`config.mk`:
```
export PLATFORM = sky130hd
export DESIGN_NAME = fetch_buffer_flat
export DESIGN_NICKNAME = d
export VERILOG_FILES = /design/src/rtl/fetch_buffer_if.sv /design/src/rtl/fetch_buffer.sv /design/src/flat_wrapper.sv
export SDC_FILE = /design/constraint.sdc
export NUM_CORES = 1
export LEC_CHECK = 0
export BUFFER_PORTS_ARGS = -buffer_cell sky130_fd_sc_hd__buf_4
export CAP_MARGIN = 20
export CELL_PAD_IN_SITES_DETAIL_PLACEMENT = 1
export CELL_PAD_IN_SITES_GLOBAL_PLACEMENT = 2
export CORE_ASPECT_RATIO = 0.6
export CORE_MARGIN = 4
export CORE_UTILIZATION = 40
export DETAILED_ROUTE_END_ITERATION = 16
export MAX_ROUTING_LAYER = met4
export PLACE_DENSITY = 0.73
export SYNTH_ARGS = -nofsm -noshare
export SYNTH_HDL_FRONTEND = slang
export SYNTH_SLANG_ARGS = --single-unit
```
`constraint.sdc`:
```
create_clock -name clk -period 11.5 [get_ports clk]
set_input_delay 1.725 -clock clk [delete_from_list [all_inputs] [get_ports clk]]
set_output_delay 1.725 -clock clk [all_outputs]
set_load 0.005 [all_outputs]
```
`src/rtl/fetch_buffer_if.sv`:
```
// Fetch-to-decode handshake bundle: fetch push side, decoder head side, flush and occupancy.
// The slave modport is the buffer's view; the master modport is the fetch/decode environment's view.
`ifndef ADDR_WIDTH
`define ADDR_WIDTH 32
`endif

interface fetch_buffer_if #(
  parameter int DEPTH      = 8,
  parameter int ADDR_WIDTH = `ADDR_WIDTH
);
  localparam int CNT_W = $clog2(DEPTH + 1);

  logic                  i_valid;
  logic                  o_ready;
  logic [31:0]           i_instr;
  logic [ADDR_WIDTH-1:0] i_pc;
  logic                  i_guesses_branch;
  logic [ADDR_WIDTH-1:0] i_prediction;
  logic                  o_valid;
  logic                  i_dec_ready;
  logic [31:0]           o_instr;
  logic [ADDR_WIDTH-1:0] o_pc;
  logic                  o_guesses_branch;
  logic [ADDR_WIDTH-1:0] o_prediction;
  logic                  i_flush;
  logic [CNT_W-1:0]      o_count;

  modport slave (
    input  i_valid, i_instr, i_pc, i_guesses_branch, i_prediction, i_dec_ready, i_flush,
    output o_ready, o_valid, o_instr, o_pc, o_guesses_branch, o_prediction, o_count
  );

  modport master (
    output i_valid, i_instr, i_pc, i_guesses_branch, i_prediction, i_dec_ready, i_flush,
    input  o_ready, o_valid, o_instr, o_pc, o_guesses_branch, o_prediction, o_count
  );
endinterface

```
`src/rtl/fetch_buffer.sv`:
```
// Circular instruction queue between fetch and decode; head visible one cycle after push, no bypass.
// o_ready depends only on occupancy (no push when full, even with a same-cycle pop); flush wins over push/pop.
`ifndef ADDR_WIDTH
`define ADDR_WIDTH 32
`endif

module fetch_buffer #(
  parameter int DEPTH      = 8,
  parameter int ADDR_WIDTH = `ADDR_WIDTH
) (
  input logic           clk,
  input logic           n_rst,
  fetch_buffer_if.slave bus
);
  localparam int          PTR_W = $clog2(DEPTH);
  localparam int          CNT_W = $clog2(DEPTH + 1);
  localparam logic [31:0] NOP   = 32'h00000013;

  typedef struct packed {
    logic [31:0]           instr;
    logic [ADDR_WIDTH-1:0] pc;
    logic                  guesses_branch;
    logic [ADDR_WIDTH-1:0] prediction;
  } entry_t;

  entry_t           mem [DEPTH];
  entry_t           head;
  logic [PTR_W-1:0] wr_ptr_q, wr_ptr_d;
  logic [PTR_W-1:0] rd_ptr_q, rd_ptr_d;
  logic [CNT_W-1:0] count_q, count_d;
  logic             full, empty, push, pop;

  assign full  = (count_q == CNT_W'(DEPTH));
  assign empty = (count_q == '0);
  assign push  = bus.i_valid & ~full & ~bus.i_flush;
  assign pop   = ~empty & bus.i_dec_ready & ~bus.i_flush;

  always_comb begin
    wr_ptr_d = wr_ptr_q;
    rd_ptr_d = rd_ptr_q;
    count_d  = count_q;
    if (bus.i_flush) begin
      wr_ptr_d = '0;
      rd_ptr_d = '0;
      count_d  = '0;
    end else begin
      if (push) wr_ptr_d = wr_ptr_q + PTR_W'(1);
      if (pop)  rd_ptr_d = rd_ptr_q + PTR_W'(1);
      if (push && !pop)      count_d = count_q + CNT_W'(1);
      else if (pop && !push) count_d = count_q - CNT_W'(1);
    end
  end

  always_ff @(posedge clk or negedge n_rst) begin
    if (!n_rst) begin
      wr_ptr_q <= '0;
      rd_ptr_q <= '0;
      count_q  <= '0;
    end else begin
      wr_ptr_q <= wr_ptr_d;
      rd_ptr_q <= rd_ptr_d;
      count_q  <= count_d;
    end
  end

  // Storage is deliberately left unreset; o_valid gates every read of it.
  always_ff @(posedge clk) begin
    if (push) begin
      mem[wr_ptr_q] <= '{instr:          bus.i_instr,
                         pc:             bus.i_pc,
                         guesses_branch: bus.i_guesses_branch,
                         prediction:     bus.i_prediction};
    end
  end

  always_comb begin
    head       = '0;
    head.instr = NOP;
    if (!empty) head = mem[rd_ptr_q];
  end

  assign bus.o_ready          = ~full;
  assign bus.o_valid          = ~empty;
  assign bus.o_instr          = head.instr;
  assign bus.o_pc             = head.pc;
  assign bus.o_guesses_branch = head.guesses_branch;
  assign bus.o_prediction     = head.prediction;
  assign bus.o_count          = count_q;

  always_ff @(posedge clk) begin
    if (n_rst) begin
      assert (!(push && full));
      assert (!(pop && empty));
      assert (PTR_W'(count_q) == PTR_W'(wr_ptr_q - rd_ptr_q));
      assert (!(full && (wr_ptr_q != rd_ptr_q)));
    end
  end
endmodule

```
`src/flat_wrapper.sv`:
```
// flat-port wrapper written by rule: the top's interface ports become plain ports
module fetch_buffer_flat 
#(
  parameter int DEPTH      = 8,
  parameter int ADDR_WIDTH = `ADDR_WIDTH
)
  (clk, n_rst, bus_i_valid, bus_i_instr, bus_i_pc, bus_i_guesses_branch, bus_i_prediction, bus_i_dec_ready, bus_i_flush, bus_o_ready, bus_o_valid, bus_o_instr, bus_o_pc, bus_o_guesses_branch, bus_o_prediction, bus_o_count);
  fetch_buffer_if #(.DEPTH(DEPTH), .ADDR_WIDTH(ADDR_WIDTH)) bus_i ();
  input logic clk;
  input logic n_rst;
  input wire logic [$bits(bus_i.i_valid)-1:0] bus_i_valid;
  input wire logic [$bits(bus_i.i_instr)-1:0] bus_i_instr;
  input wire logic [$bits(bus_i.i_pc)-1:0] bus_i_pc;
  input wire logic [$bits(bus_i.i_guesses_branch)-1:0] bus_i_guesses_branch;
  input wire logic [$bits(bus_i.i_prediction)-1:0] bus_i_prediction;
  input wire logic [$bits(bus_i.i_dec_ready)-1:0] bus_i_dec_ready;
  input wire logic [$bits(bus_i.i_flush)-1:0] bus_i_flush;
  output wire logic [$bits(bus_i.o_ready)-1:0] bus_o_ready;
  output wire logic [$bits(bus_i.o_valid)-1:0] bus_o_valid;
  output wire logic [$bits(bus_i.o_instr)-1:0] bus_o_instr;
  output wire logic [$bits(bus_i.o_pc)-1:0] bus_o_pc;
  output wire logic [$bits(bus_i.o_guesses_branch)-1:0] bus_o_guesses_branch;
  output wire logic [$bits(bus_i.o_prediction)-1:0] bus_o_prediction;
  output wire logic [$bits(bus_i.o_count)-1:0] bus_o_count;
  assign bus_i.i_valid = bus_i_valid;
  assign bus_i.i_instr = bus_i_instr;
  assign bus_i.i_pc = bus_i_pc;
  assign bus_i.i_guesses_branch = bus_i_guesses_branch;
  assign bus_i.i_prediction = bus_i_prediction;
  assign bus_i.i_dec_ready = bus_i_dec_ready;
  assign bus_i.i_flush = bus_i_flush;
  assign bus_o_ready = bus_i.o_ready;
  assign bus_o_valid = bus_i.o_valid;
  assign bus_o_instr = bus_i.o_instr;
  assign bus_o_pc = bus_i.o_pc;
  assign bus_o_guesses_branch = bus_i.o_guesses_branch;
  assign bus_o_prediction = bus_i.o_prediction;
  assign bus_o_count = bus_i.o_count;
  fetch_buffer #(.DEPTH(DEPTH), .ADDR_WIDTH(ADDR_WIDTH)) u_core (.clk(clk), .n_rst(n_rst), .bus(bus_i));
endmodule
```
==> results by group <==
Die
  • Die footprint: approximately 80000 µm²
  • Row count: slightly below 80
  • Die width: 362 µm
  • Core region area: 74100 µm²
  • Starting density of the core: between 40% and 50%
  • DIE HEIGHT: 220 µm
  • I/O pin count: between 200 and 250

Worst hold path
  • Hold crit path type: register to register
  • Hold_sp: u_core.wr_ptr_q[0]

Place
  • DP Area: between 30000 and 40000 µm²
  • Post-DP HPWL: 38000 µm
  • Port Buffers: roughly 200
  • GPL Wtd Cong: between 0.6 and 0.7

Layout
  • Nets: between 1500 and 2000
  • Sequential cell area: 23600 µm²
  • Post-layout util: 47.3%
  • Design area: about 35000 µm²
  • Layout area overhead: 16.5%
  • Multi-input logic area: 6250 µm²
  • Layout cells sized above 1: between 30% and 40%
  • Filler instances: 6685

Logic synthesis
  • Post-Syn Nets: 1423
  • Post-Syn Instances: around 1300
  • Post-Syn Area: ~30000 µm²
  • Top FF cell, synth: edfxtp_1
  • Yosys warns: 0
  • Syn_area_per_cell: between 20 and 25 µm²
  • Synth cell types: 37
  • Commonest cells in the netlist: 776 x edfxtp_1, 194 x mux4_2, 111 x nor2_1
  • Most common cell in the netlist: edfxtp_1
  • Top area cells in the synthesized netlist: edfxtp_1 77%, mux4_2 15%, mux2i_1 3.2%, nor2_1 1.4%, dfrtp_1 0.83%
  • Synth async-reset ratio: ~1.3%
  • Yosys top cell by area: edfxtp_1
  • Post-synth EDFFs: a little under 800
  • Yosys reg bits: between 700 and 800
  • Sequential-to-total area share from yosys stat: around four fifths
  • Top cell type's share of synthesized area: a little under 80%

Critical path
  • Crit path kind: register to output pin
  • FF-to-FF setup slack: a little over 7 ns
  • Reg2reg start: u_core.bus.o_count[2]
  • Crit start category: register
  • Crit. End Element: output pin
  • Arr. time, crit path: 4.38 ns
  • Crit path top cell by count: buf_4
  • Worst Path Required: roughly 9.8 ns
  • CP max stage cell: dfrtp_4
  • Cell Chain, Critical Path: buf_4 > buf_4 > mux4_2 > mux2i_1 > nor2_1 > buf_4
  • CP startpoint: u_core.rd_ptr_q[0]
  • Max stage delay on crit path: a little under 0.9 ns
  • CP max FO: 40

Timing
  • Fin Hold WS: approximately 0.61 ns
  • Final slew viol count: 0
  • Slew @ Worst Pin: 1.07 ns
  • Fin crit share: a little over half
  • Worst Clk Skew: 0.0178 ns
  • Final worst path period need: ~6.1 ns
  • Final TNS setup: 0 ns
  • Max Freq: between 0.15 and 0.2 GHz
  • RSZ-0062 raised after global routing: false
  • Final setup fails: 0
  • Final Hold Fails: 0
  • Rel. slew slack: 28.6%

Clock network
  • Latest clock arrival within the worst-skew pair: approximately 0.62 ns
  • CTS sink cnt: 786
  • Reg clk slew, reported paths: approximately 0.060 ns
  • Hold Buf Count CTS: 0
  • Post-cts sizing count: 0
  • Worst-case clock buffer depth: 3
  • CTS Buf Count: 74
  • CTS root buffer: clkbuf_16
  • H-tree levels: 3
  • Setup bufs post-CTS: 0
  • CTS tree: yes

Detailed routing
  • Pre-antenna DRT Iters: 4
  • Post-route ant nets: 0
  • Avg WL per Cell: around 26 µm
  • DRC viols: 0
  • Via density per instance: 5.30
  • Drt total wl: between 60000 and 70000 µm
  • Vias: around 14000
  • Initial DRC count: approximately 1100

Global routing
  • Gr usage total: between 10% and 20%
  • Antenna violations before repair: 3
  • Largest net degree at the start of global routing: between 60 and 70
  • Via count of the first global-routing pass: 15100
  • First-pass GRT wire length: 101000 µm
  • GR Overflow Total: 0

Power and ir drop
  • Static leakage: approximately 11 nW
  • P per Cell Area: around 210 nW/µm²
  • Pwr Total: approximately 7.3 mW
  • Worst VDD drop: ~0.10 mV

Status
  • Status: finished, final reports clean

Flow run
  • Max cap viols: 0
==> cell type report <==
cell class | instances | area share (%)
diodes | 5 | 0.0357
clock buffers | 87 | 5.42
clock inverters | 46 | 0.825
inverters | 5 | 0.0536
multi-input cells | 456 | 17.8
flip-flops and latches | 786 | 67.2
well taps | 987 | 3.52
repair buffers | 234 | 5.07
==> power by group <==
| group | internal (mW) | switching (mW) | leakage, nW | total (mW) |
|---|---|---|---|---|
| clock network | 1.21 | 1.04 | 1.06 | 2.25 |
| registers | 3.25 | 0.0783 | 7.14 | 3.33 |
| logic | 0.881 | 0.871 | 2.77 | 1.75 |
| total | 5.34 | 1.99 | 11.0 | 7.33 |
==> stage by stage <==
| stage | setup WS [ns] | std cells |
|---|---|---|
| after floorplan | 1.85 | 1316 |
| after global placement | 5.77 | 2467 |
| after detailed placement | 5.77 | 2467 |
| after CTS | 5.08 | 2600 |
| after global routing | 4.93 | 2603 |
| final | 5.40 | 2606 |
==> final timing paths <==
check,endpoint,cells after the start
max in group asynchronous,u_core.rd_ptr_q[2],1
worst min register to register,u_core.wr_ptr_q[0],2
worst max-delay path,bus_o_prediction[1],6
worst max register to register,u_core.mem[3][43],6
min in group asynchronous,u_core.bus.o_count[0],1
worst min-delay path,u_core.wr_ptr_q[0],2
==> layer usage <==
layer	global-route usage, %	wire length, µm	part of all wire [%]	vias to the layer above
met5	-	0	0	-
met2	27.2	31900	47	316
met3	3.84	3490	5.1	63
li1	-	-	-	5965
met4	2.96	930	1.4	0
met1	24.9	31400	46	7480
==> critical path, delay by kind of cell, from the launching register on <==
kind                   cells  cell delay, ns
buffers and inverters      3            1.73
flip-flops                 1            0.87
multiplexers               2            0.94
AND/OR/NAND/NOR            1            0.08
==> cell usage in the layout (no fill, tap or decap), types with 2 or more instances in the layout <==
| cell type | Yosys | final |
|---|---|---|
| mux4_2 | 194 | 194 |
| nor2b_1 | 2 | 2 |
| inv_2 | 2 | 2 |
| nand3_1 | 5 | 5 |
| nor2_4 | 0 | 6 |
| nand2_1 | 9 | 9 |
| inv_1 | 3 | 3 |
| inv_6 | 0 | 4 |
| dfrtp_4 | 0 | 3 |
| xor2_1 | 5 | 5 |
| diode_2 | 0 | 5 |
| clkinv_2 | 0 | 10 |
| nor2_1 | 111 | 105 |
| ha_1 | 4 | 4 |
| mux2i_1 | 97 | 97 |
| dfrtp_1 | 10 | 7 |
| clkinvlp_4 | 0 | 4 |
| clkinv_8 | 0 | 3 |
| nand2b_1 | 3 | 3 |
| clkinv_1 | 0 | 23 |
| a21oi_1 | 2 | 2 |
| mux2_4 | 2 | 2 |
| nor3_2 | 0 | 2 |
| nor3_1 | 4 | 2 |
| edfxtp_1 | 776 | 776 |
| clkbuf_1 | 22 | 13 |
| buf_4 | 1 | 233 |
| clkbuf_16 | 0 | 74 |
| a211oi_1 | 2 | 2 |
| o21ai_0 | 2 | 2 |
==> cell families (layout without fill, tap and decap cells) <==
kind of cell               count (synthesis)  after routing  share of synthesized area [%]
DFF                                      786            786                           78.3
muxes                                    293            293                           17.9
and+or+nand+nor                          141            141                           2.01
buffers and inverters                     74            372                           1.11
AOI/OAI and AO/OA                         11             11                          0.241
xor gates and xnor gates                   6              6                          0.237
adders and majority gates                  5              5                          0.233
other                                      0              5                              0
==> state kept, by name, indices dropped and copies added (netlist names) <==
register and count:
u_core.mem 776, u_core.bus.o_count 4, u_core.rd_ptr_q 3, u_core.wr_ptr_q 3
(Power assumes the default switching activity.)
